===== config.mk =====
export PLATFORM = sky130hd
export DESIGN_NAME = rib_uart
export DESIGN_NICKNAME = d
export VERILOG_FILES = /design/src/rtl/rib_uart.sv
export SDC_FILE = /design/constraint.sdc
export NUM_CORES = 1
export LEC_CHECK = 0
export ABC_AREA = 1
export CORE_MARGIN = 5
export CORE_UTILIZATION = 30
export DETAILED_ROUTE_END_ITERATION = 10
export MAX_ROUTING_LAYER = met4
export SLEW_MARGIN = 10
export SYNTH_ARGS = -nofsm -noshare
export SYNTH_HDL_FRONTEND = slang
export SYNTH_SLANG_ARGS = --single-unit

===== constraint.sdc =====
create_clock -name clk -period 6.5 [get_ports clk]
set_clock_uncertainty 0.2 [all_clocks]
set_input_delay 0.975 -clock clk [delete_from_list [all_inputs] [get_ports clk]]
set_output_delay 0.975 -clock clk [all_outputs]
set_load 0.005 [all_outputs]

===== src/rtl/rib_uart.sv =====
// UART slave on the RIB bus: 8N1 transmitter/receiver with a small register file.
// Read data is combinational from addr_i; the interrupt is a registered rx_valid & rx_ie.
module rib_uart #(
  parameter int unsigned DEFAULT_BAUD_DIV = 434
) (
  input  logic        clk,
  input  logic        rstn,
  input  logic [31:0] addr_i,
  input  logic [31:0] data_i,
  input  logic        we_i,
  output logic [31:0] data_o,
  output logic        tx_o,
  input  logic        rx_i,
  output logic        irq_o
);

  localparam logic [7:0] OFF_CTRL   = 8'h00;
  localparam logic [7:0] OFF_STATUS = 8'h04;
  localparam logic [7:0] OFF_BAUD   = 8'h08;
  localparam logic [7:0] OFF_TXDATA = 8'h0C;
  localparam logic [7:0] OFF_RXDATA = 8'h10;
  localparam logic [15:0] MIN_DIV   = 16'd16;

  typedef enum logic [1:0] {S_IDLE, S_START, S_DATA, S_STOP} state_e;

  logic [2:0]  ctrl_q, ctrl_d;
  logic [15:0] baud_q, baud_d;
  logic        rx_valid_q, rx_valid_d;
  logic        rx_over_q, rx_over_d;
  logic        frame_err_q, frame_err_d;
  logic [7:0]  rxdata_q, rxdata_d;
  logic        irq_q, irq_d;

  state_e      tx_state_q, tx_state_d;
  logic [15:0] tx_cnt_q, tx_cnt_d;
  logic [2:0]  tx_idx_q, tx_idx_d;
  logic [7:0]  tx_byte_q, tx_byte_d;
  logic [15:0] tx_div_q, tx_div_d;
  logic        tx_q, tx_d;

  logic        rx_s1_q, rx_s2_q, rx_s3_q;
  state_e      rx_state_q, rx_state_d;
  logic [15:0] rx_cnt_q, rx_cnt_d;
  logic [2:0]  rx_idx_q, rx_idx_d;
  logic [7:0]  rx_shift_q, rx_shift_d;
  logic [15:0] rx_div_q, rx_div_d;

  logic [7:0]  off;
  logic        wr_ctrl, wr_status, wr_baud, wr_txdata;
  logic        tx_busy, tx_last, tx_accept;
  logic        rx_en, rx_fall, rx_last, rx_half;
  logic        set_valid, set_over, set_ferr;
  logic [2:0]  w1c;
  logic        unused_ok;

  assign off       = addr_i[7:0];
  assign unused_ok = ^{addr_i[31:8], data_i[31:16]};
  assign wr_ctrl   = we_i && (off == OFF_CTRL);
  assign wr_status = we_i && (off == OFF_STATUS);
  assign wr_baud   = we_i && (off == OFF_BAUD);
  assign wr_txdata = we_i && (off == OFF_TXDATA);
  assign rx_en     = ctrl_q[1];

  assign tx_busy   = (tx_state_q != S_IDLE);
  assign tx_last   = (tx_cnt_q == tx_div_q - 16'd1);
  // The final STOP cycle also accepts a write so frames can run back to back.
  assign tx_accept = wr_txdata && ctrl_q[0] &&
                     (!tx_busy || (tx_state_q == S_STOP && tx_last));

  assign rx_fall   = rx_s3_q & ~rx_s2_q;
  assign rx_last   = (rx_cnt_q == rx_div_q - 16'd1);
  assign rx_half   = (rx_cnt_q == (rx_div_q >> 1) - 16'd1);

  always_comb begin
    ctrl_d = wr_ctrl ? data_i[2:0] : ctrl_q;
    baud_d = baud_q;
    if (wr_baud) baud_d = (data_i[15:0] < MIN_DIV) ? MIN_DIV : data_i[15:0];
  end

  always_comb begin
    tx_state_d = tx_state_q;
    tx_cnt_d   = tx_cnt_q;
    tx_idx_d   = tx_idx_q;
    tx_byte_d  = tx_byte_q;
    tx_div_d   = tx_div_q;
    tx_d       = tx_q;
    case (tx_state_q)
      S_START: begin
        tx_cnt_d = tx_cnt_q + 16'd1;
        if (tx_last) begin
          tx_state_d = S_DATA;
          tx_cnt_d   = '0;
          tx_idx_d   = '0;
          tx_d       = tx_byte_q[0];
        end
      end
      S_DATA: begin
        tx_cnt_d = tx_cnt_q + 16'd1;
        if (tx_last) begin
          tx_cnt_d = '0;
          if (tx_idx_q == 3'd7) begin
            tx_state_d = S_STOP;
            tx_d       = 1'b1;
          end else begin
            tx_idx_d = tx_idx_q + 3'd1;
            tx_d     = tx_byte_q[tx_idx_q + 3'd1];
          end
        end
      end
      S_STOP: begin
        tx_cnt_d = tx_cnt_q + 16'd1;
        if (tx_last) begin
          tx_state_d = S_IDLE;
          tx_cnt_d   = '0;
        end
      end
      default: tx_d = 1'b1;
    endcase
    if (tx_accept) begin
      tx_state_d = S_START;
      tx_cnt_d   = '0;
      tx_idx_d   = '0;
      tx_byte_d  = data_i[7:0];
      tx_div_d   = baud_q;
      tx_d       = 1'b0;
    end
  end

  always_comb begin
    rx_state_d = rx_state_q;
    rx_cnt_d   = rx_cnt_q;
    rx_idx_d   = rx_idx_q;
    rx_shift_d = rx_shift_q;
    rx_div_d   = rx_div_q;
    rxdata_d   = rxdata_q;
    set_valid  = 1'b0;
    set_over   = 1'b0;
    set_ferr   = 1'b0;
    case (rx_state_q)
      S_IDLE: begin
        if (rx_en && rx_fall) begin
          rx_state_d = S_START;
          rx_cnt_d   = '0;
          rx_div_d   = baud_q;
        end
      end
      S_START: begin
        rx_cnt_d = rx_cnt_q + 16'd1;
        if (rx_half) begin
          rx_cnt_d   = '0;
          rx_idx_d   = '0;
          rx_state_d = rx_s2_q ? S_IDLE : S_DATA;
        end
      end
      S_DATA: begin
        rx_cnt_d = rx_cnt_q + 16'd1;
        if (rx_last) begin
          rx_cnt_d   = '0;
          rx_shift_d = {rx_s2_q, rx_shift_q[7:1]};
          if (rx_idx_q == 3'd7) rx_state_d = S_STOP;
          else                  rx_idx_d   = rx_idx_q + 3'd1;
        end
      end
      default: begin
        rx_cnt_d = rx_cnt_q + 16'd1;
        if (rx_last) begin
          rx_cnt_d   = '0;
          rx_state_d = S_IDLE;
          if (rx_s2_q) begin
            rxdata_d  = rx_shift_q;
            set_valid = 1'b1;
            set_over  = rx_valid_q;
          end else begin
            set_ferr = 1'b1;
          end
        end
      end
    endcase
    if (!rx_en && rx_state_q != S_IDLE) begin
      rx_state_d = S_IDLE;
      rx_cnt_d   = '0;
      rxdata_d   = rxdata_q;
      set_valid  = 1'b0;
      set_over   = 1'b0;
      set_ferr   = 1'b0;
    end
  end

  // Hardware set beats a same-edge W1C on every sticky bit.
  always_comb begin
    w1c         = wr_status ? data_i[3:1] : 3'b000;
    rx_valid_d  = (rx_valid_q  & ~w1c[0]) | set_valid;
    rx_over_d   = (rx_over_q   & ~w1c[1]) | set_over;
    frame_err_d = (frame_err_q & ~w1c[2]) | set_ferr;
    irq_d       = rx_valid_q & ctrl_q[2];
  end

  always_comb begin
    case (off)
      OFF_CTRL:   data_o = {29'd0, ctrl_q};
      OFF_STATUS: data_o = {28'd0, frame_err_q, rx_over_q, rx_valid_q, tx_busy};
      OFF_BAUD:   data_o = {16'd0, baud_q};
      OFF_RXDATA: data_o = {24'd0, rxdata_q};
      default:    data_o = 32'd0;
    endcase
  end

  always_ff @(posedge clk) begin
    if (rstn) begin
      ctrl_q      <= '0;
      baud_q      <= 16'(DEFAULT_BAUD_DIV);
      rx_valid_q  <= 1'b0;
      rx_over_q   <= 1'b0;
      frame_err_q <= 1'b0;
      rxdata_q    <= '0;
      irq_q       <= 1'b0;
      tx_state_q  <= S_IDLE;
      tx_cnt_q    <= '0;
      tx_idx_q    <= '0;
      tx_byte_q   <= '0;
      tx_div_q    <= '0;
      tx_q        <= 1'b1;
      rx_s1_q     <= 1'b1;
      rx_s2_q     <= 1'b1;
      rx_s3_q     <= 1'b1;
      rx_state_q  <= S_IDLE;
      rx_cnt_q    <= '0;
      rx_idx_q    <= '0;
      rx_shift_q  <= '0;
      rx_div_q    <= '0;
    end else begin
      ctrl_q      <= ctrl_d;
      baud_q      <= baud_d;
      rx_valid_q  <= rx_valid_d;
      rx_over_q   <= rx_over_d;
      frame_err_q <= frame_err_d;
      rxdata_q    <= rxdata_d;
      irq_q       <= irq_d;
      tx_state_q  <= tx_state_d;
      tx_cnt_q    <= tx_cnt_d;
      tx_idx_q    <= tx_idx_d;
      tx_byte_q   <= tx_byte_d;
      tx_div_q    <= tx_div_d;
      tx_q        <= tx_d;
      rx_s1_q     <= rx_i;
      rx_s2_q     <= rx_s1_q;
      rx_s3_q     <= rx_s2_q;
      rx_state_q  <= rx_state_d;
      rx_cnt_q    <= rx_cnt_d;
      rx_idx_q    <= rx_idx_d;
      rx_shift_q  <= rx_shift_d;
      rx_div_q    <= rx_div_d;
    end
  end

  assign tx_o  = tx_q;
  assign irq_o = irq_q;

endmodule


* Word level (Yosys, flattened, before mapping)
Cells that the tools add are included.
Operators by class: add/subtract/negate cells 7, order comparisons 2, equal/unequal tests 29, multiplexer cells 48, bitwise logic cells 14, reduce and logical (&&, ||, !) cells 34
Operators by type and width (number):
- $mux 16 | 5
- $pmux 16 s4 | 1
- $eq 16x16->1 | 3
- $add 16x1->16 const B | 2
- $pmux 16 s2 | 1
- $sub 16x1->16 const B | 2
- $ne 2x2->1 const B | 11
- $mux 3 | 7
- $mux 2 | 10
- $mux 1 | 18
- $eq 8x4->1 const B | 2
- $lt 16x5->1 const B | 1
- $sub 15x1->16 const B | 1
- $reduce_and 5->1 | 3
- $ne 3x3->1 const B | 4
- $pmux 2 s3 | 2
- $pmux 3 s2 | 2
- $reduce_and 4->1 | 3
- $logic_and 1x1->1 | 9
- $eq 8x3->1 const B | 1
- $eq 8x5->1 const B | 1
- $logic_not 8->1 | 1
- $reduce_bool 2->1 | 4
- $add 3x1->3 const B | 2
- other kinds (18) | 38
Storage, ports and cells: bits in registers 125, input bits 68, logic and storage cells 156

* Logic depth before layout (Yosys ltp)
Gate-level depths: netlist of run 1.
word-level depth 7, gate-level depth with buffers 18

* Worst setup path after synthesis of run 1
Ideal clock, no wire load.
path type input-to-output, from in addr_i[7], to out data_o[0], arrival time 2.178 ns, slack 3.147 ns, stages on the path 10, cells stage by stage nor2_1 -> inv_1 -> nor2_1 -> inv_1 -> nor2_1 -> nand2_1 -> nor3_4 -> inv_2 -> clkbuf_1 -> o21ai_0
Between the ends: cells in the longest elaborated chain, start to end 2
RTL lines:
- start, declared | line 8 | input logic [31:0] addr_i,
- $eq 8x5->1 (tied with other cells) | line 199 | case (off)
- $pmux 16 s4 (*) | line 199
- end, declared | line 11 | output logic [31:0] data_o,
Every way passes the cells marked *; elsewhere a longest branch is shown, timed or not.

* Worst setup path after layout of run 1
from in addr_i[7], to out data_o[8]
Same word-level chain as after synthesis.

==> impl_metrics.toml, run 1 <==
[timing]
setup_viol = 0
fin_crit_sh = 0.690
tightest_slew_ns = 0.732
relSlewSlack = 0.511
max_freq_mhz = 223
rsz0062_at_grt = "false"
tns_ns = 0
hold_viol = 0
period_minus_slack_ns = 4.49
holdWs_ns = 0.210
finalMaxSlewViolations = 0

[run]
maxCapViolations = 0

[detailed_routing]
vias = 7669
avgRoutedWirePerCell_microns = 12.9
detail-route-antenna-nets = 0
dr.pass1.iters = 5
drc = 0
drt_first_iter_violations = 441
routed_wirelength_mm = 21.5
vias_per_cell = 4.61

[die]
core_area_sq_um = 26700
initial_core_util = 0.301
num_rows = 60
io_pins = 102
dieWidth_microns = 174
die-area_sq_um = 30200
die_y_microns = 174

[synth]
yosysUniqueCellTypes = 42
yosysTopAreaCell = "dfxtp_1"
synth.most_common_cell = "nand2_1"
synth_top_area_frac = 0.311
synth_area_per_cell_sq_um = 6.31
ys_warn_count = 0
netlist_area_sq_um = 8050
ys_ff_latch = 125
synthTopCellsByCount = "nand2_1, nor2_1, inv_1, dfxtp_1, nand3_1"
async_flop_share = 0
synth_edf_count = 0
synthTopCellsByArea = "dfxtp_1, nand2_1, nor2_1"
ys.flop_type = "dfxtp_1"
syn_inst = 1276
yosysSeqAreaShare = 0.311

[outcome]
outcome = "finished clean"

[cells_and_area]
num_antenna_cells = 0
nets = 1393
fillers = 2892
areaGrowthSynthToFinish_pct = 15.7
drive_gt1_frac = 0.0665
multiInputGateArea_sq_um = 4730
seq_area_sq_um = 2500

[cts]
cts_tree = "built"
cts_resized = 0
cts_made_buffers = 17
postCtsSetupBuffers = 0
clk_latency_ns = 0.43
hold_buffers = 0
cts.path.max_buffers = 2
clkTransAtPathRegs_ns = 0.06
cts.sink_count = 125
h-tree-depth = 4
cts-root-buf = "clkbuf_16"

[pwr]
p_per_area_nw_per_um2 = 215
peakVddDrop_uv = 116
power_leakage_nw = 4.10

[critical_path]
cp_data_arrival_time_ns = 3.31
critical_path_required_ns = 5.32
crit_path_max_fanout = 12
cp-end-kind = "primary output"
worst_setup_path_start_kind = "input pin"
reg2reg_setup_slack_ns = 3.18
crit_type = "input pin to primary output"
reg2reg_depth = 13

[global_route]
grt-ovfl-total = 0
grt_max_degree = 75
grt_pass1_vias = 7229
grt_use_total = 0.148
antenna_found_initial = 0
grt_first_pass_wirelength_mm = 35.5

[hold_path]
hold_class = "register to register"
hold_depth = 1

[place]
hpwl_mm = 17.0
io_buffer_count = 45
place.gp.congestion = 0.936
## stage by stage
step           total power, W  utilization  std cells  worst slack [ns]  cell area, sq um
2_1_floorplan        0.000991            -       1291              3.15              8110
3_3_place_gp          0.00106        0.327       1633              2.03              8730
3_5_place_dp          0.00106        0.327       1633              2.03              8730
4_1_cts               0.00203        0.349       1664              2.01              9320
5_1_grt               0.00210        0.349       1664              1.83              9320
6_report              0.00201        0.349       1664              2.01              9320
## layout make-up
type                            instances  area share
Clock buffer                           20      0.0479
Clock inverter                         11      0.0153
Inverter                              159      0.0642
Multi-Input combinational cell        960       0.508
Sequential cell                       125       0.269
Tap cell                              341      0.0458
Timing Repair Buffer                   48      0.0508
## critical path: stages
cell and delay, ns:
clkdlybuf4s50_1 0.39, nor2_1 0.10, inv_1 0.04, nor2_1 0.11, inv_1 0.06, nor2_1 0.16, nand2_1 0.13, nor3_4 0.26
inv_2 0.21, nor2_1 0.29, clkdlybuf4s50_1 0.57
## kinds of logic (layout without fill, tap and decap cells)
group	Yosys count	count (layout)	synth area share
buffers and inverters	206	238	0.109
adder cells (fa/ha/maj)	14	14	0.0217
AO/OA/AOI/OAI	151	151	0.0996
AND/OR/NAND/NOR	719	719	0.393
flip-flops	125	125	0.311
XOR/XNOR	60	60	0.0652
other	1	16	0.000466
## placed cells by master, fill, tap and decap left out, types with 3 or more instances in the layout
cell type	Yosys	routed
buf_4	17	3
nor4_1	6	6
a211oi_1	6	6
a21oi_1	50	50
conb_1	1	16
xnor2_1	20	20
inv_2	8	9
nor2_4	11	11
nand3b_1	14	14
clkinv_2	1	5
nor3_1	31	31
nor2_2	13	13
xor2_1	40	40
nand2_1	298	298
or2_2	5	5
nand4_1	15	15
dfxtp_1	125	125
inv_1	148	147
bufinv_16	0	3
o21ai_0	66	66
nand2_2	11	11
nor2_1	220	220
clkbuf_16	0	17
ha_1	14	14
clkdlybuf4s50_1	0	45
o21ai_1	19	19
nand3_1	87	87
## worst paths after layout
path                    start      endpoint
setup / recovery    addr_i[7]     data_o[8]
hold / removal        rx_s1_q       rx_s2_q
setup reg to reg  tx_div_q[0]  tx_cnt_q[11]
hold reg to reg       rx_s1_q       rx_s2_q
## state kept, by name, summed over array words and instances (netlist names), 2 cells and up
register	cells
rx_state_q	2
rx_div_q	16
baud_q	16
rx_shift_q	8
tx_byte_q	8
rx_cnt_q	16
tx_cnt_q	16
ctrl_q	3
rxdata_q	8
tx_state_q	2
rx_idx_q	3
tx_div_q	16
tx_idx_q	3
## where the power goes
part	internal [W]	total (W)	switching, W
combinational	0.0000790	0.000242	0.000163
clock	0.000609	0.000965	0.000356
sequential	0.000783	0.000799	0.0000165
total	0.00147	0.00201	0.000536
## metal layers
layer | vias up | track usage | wire [microns]
met5 | - | - | 0
met2 | 118 | 0.252 | 10500
met1 | 3420 | 0.172 | 9730
met3 | 41 | 0.0294 | 643
met4 | 0 | 0.0558 | 650
li1 | 4090 | - | -
No activity file was read; power rests on OpenSTA's default activity.
==> inputs of run 2 (changes only) <==
==> constraint.sdc (replaced) <==
create_clock -name clk -period 4.3 [get_ports clk]
set_clock_uncertainty 0.2 [all_clocks]
set_input_delay 0.645 -clock clk [delete_from_list [all_inputs] [get_ports clk]]
set_output_delay 0.645 -clock clk [all_outputs]
set_load 0.005 [all_outputs]
==> run 2 against run 1 <==
Worst setup slack got worse by 1.6 ns. Critical path depth unchanged. Die area unchanged. Design area increased by 0.47%. Via count increased by 0.26%. Sequential share of layout area decreased by 0.13 points. Critical path type unchanged. Combinational power increased by 54%. Sequential power increased by 51%. Register-to-register slack got worse by 1.9 ns. Sequential cell count unchanged.
==> impl_metrics.toml, run 2 (same netlist as run 1, synthesis figures left out) <==
[critical_path]
crit_type = "input pin to primary output"
crit_path_max_fanout = 12
reg2reg_setup_slack_ns = 1.30
worstReg2RegStart = "tx_div_q[0]"
worst_setup_path_start_kind = "input pin"
cp_data_arrival_time_ns = 3.01
slowest_stage = "clkdlybuf4s50_1"
reg2reg_depth = 13
cpPeakStageDelay_ns = 0.57
crit_chain = "clkdlybuf4s50_1 > nor2_1 > inv_1 > nor2_1 > inv_1 > nor2_1 > nand2_1 > nor3_4 > inv_2 > nor2_1 > clkdlybuf4s50_1"
worst_path_most_repeated_cell = "nor2_1"
critical_path_required_ns = 3.45
worstReg2RegEnd = "tx_cnt_q[14]"
cp-end-kind = "primary output"

[timing]
finalMaxSlewViolations = 0
rsz0062_at_grt = "false"
max_freq_mhz = 260
hold_viol = 0
tightest_slew_ns = 0.805
tns_ns = 0
relSlewSlack = 0.462
setup_viol = 0
fin_crit_sh = 0.896
period_minus_slack_ns = 3.85

[place]
hpwl_mm = 17.5
io_buffer_count = 45
dp_cells = 1635
place.gp.congestion = 0.931

[cells_and_area]
final_cell_mix = "nand2_1, nor2_1, inv_1"
drive_gt1_frac = 0.0694
areaGrowthSynthToFinish_pct = 16.2
nets = 1395
layout.cells.non_filler = 1667
final_common_cell = "nand2_1"
num_antenna_cells = 0
fillers = 2876

[global_route]
grt_pass1_vias = 7128
grt_max_degree = 75
antenna_found_initial = 0
grt-ovfl-total = 0
grt_use_total = 0.149
grt_first_pass_wirelength_mm = 35.7

[hold_path]
hold_class = "register to register"
hold_path_startpoint = "rx_s1_q"
min_to = "rx_s2_q"
hold_depth = 1

[detailed_routing]
vias = 7689
routed_wirelength_mm = 22.1
vias_per_cell = 4.61
detail-route-antenna-nets = 0
drt_first_iter_violations = 413
drc = 0
avgRoutedWirePerCell_microns = 13.3
dr.pass1.iters = 5

[cts]
cts.sink_count = 125
cts_made_buffers = 17
clk_latency_ns = 0.42
postCtsSetupBuffers = 0
cts_tree = "built"
h-tree-depth = 4
cts-root-buf = "clkbuf_16"
cts_resized = 0
clkTransAtPathRegs_ns = 0.06
hold_buffers = 0
cts.path.max_buffers = 2

[die]
die-area_sq_um = 30200
die_y_microns = 174
core_area_sq_um = 26700
initial_core_util = 0.301
num_rows = 60
dieWidth_microns = 174
io_pins = 102

[outcome]
outcome = "finished clean"

[pwr]
power_leakage_nw = 4.12
peakVddDrop_uv = 178
p_per_area_nw_per_um2 = 330

[run]
maxCapViolations = 0
## run 2: cell count changes in the layout (fill, tap and decap cells not counted)
cell	previous run	this run
clkinv_2	5	2
buf_4	3	5
clkinv_4	1	4
clkinvlp_4	2	3
clkbuf_1	2	1
clkbuf_8	1	2
## run 2: worst max-delay path, delay by kind of cell
| family | cells | cell delay [ns] |
|---|---|---|
| and+or+nand+nor | 6 | 1.06 |
| buffers and inverters | 5 | 1.30 |
## run 2: report_power, final
part	switching (W)	leakage, nW	total, W	internal [W]
clock network	0.000560	0.293	0.00151	0.000946
registers	0.0000265	1.01	0.00121	0.00118
logic	0.000248	2.82	0.000373	0.000125
total	0.000834	4.12	0.00309	0.00225
## run 2: how the worst max path moves through the flow
| stage | from | to |
|---|---|---|
| global route | addr_i[7] | data_o[8] |
| CTS | addr_i[7] | data_o[8] |
| detailed placement | addr_i[7] | data_o[8] |
| finish | addr_i[7] | data_o[8] |
| global placement | addr_i[7] | data_o[8] |
| floorplan | addr_i[7] | data_o[0] |
## run 2: routing by layer
metal | vias to the layer above | routed length (microns) | global-route usage
met3 | 39 | 604 | 0.0214
met1 | 3458 | 9950 | 0.172
met4 | 0 | 718 | 0.0614
met5 | - | 0 | -
met2 | 107 | 10800 | 0.259
li1 | 4085 | - | -
## run 2: final cells by class
| class | count | area, sq um | share of cell area |
|---|---|---|---|
| inverters | 159 | 598 | 0.0639 |
| flip-flops and latches | 125 | 2500 | 0.267 |
| multi-input cells | 960 | 4730 | 0.505 |
| clock buffers | 20 | 457 | 0.0488 |
| clock inverters | 12 | 161 | 0.0172 |
| well taps | 341 | 427 | 0.0456 |
| repair buffers | 50 | 488 | 0.0521 |
## run 2: through the flow
| step | worst slack, ns | power (W) | cell area [sq um] | utilization | hold slack (ns) |
|---|---|---|---|---|---|
| finish | 0.449 | 0.00309 | 9360 | 0.350 | 0.212 |
| global route | 0.297 | 0.00321 | 9360 | 0.350 | 0.223 |
| CTS | 0.446 | 0.00312 | 9360 | 0.350 | 0.215 |
| detailed placement | 0.455 | 0.00161 | 8740 | 0.327 | 0.198 |
| global placement | 0.484 | 0.00161 | 8740 | 0.327 | 0.192 |
| floorplan | 1.61 | 0.00150 | 8110 | - | 0.189 |
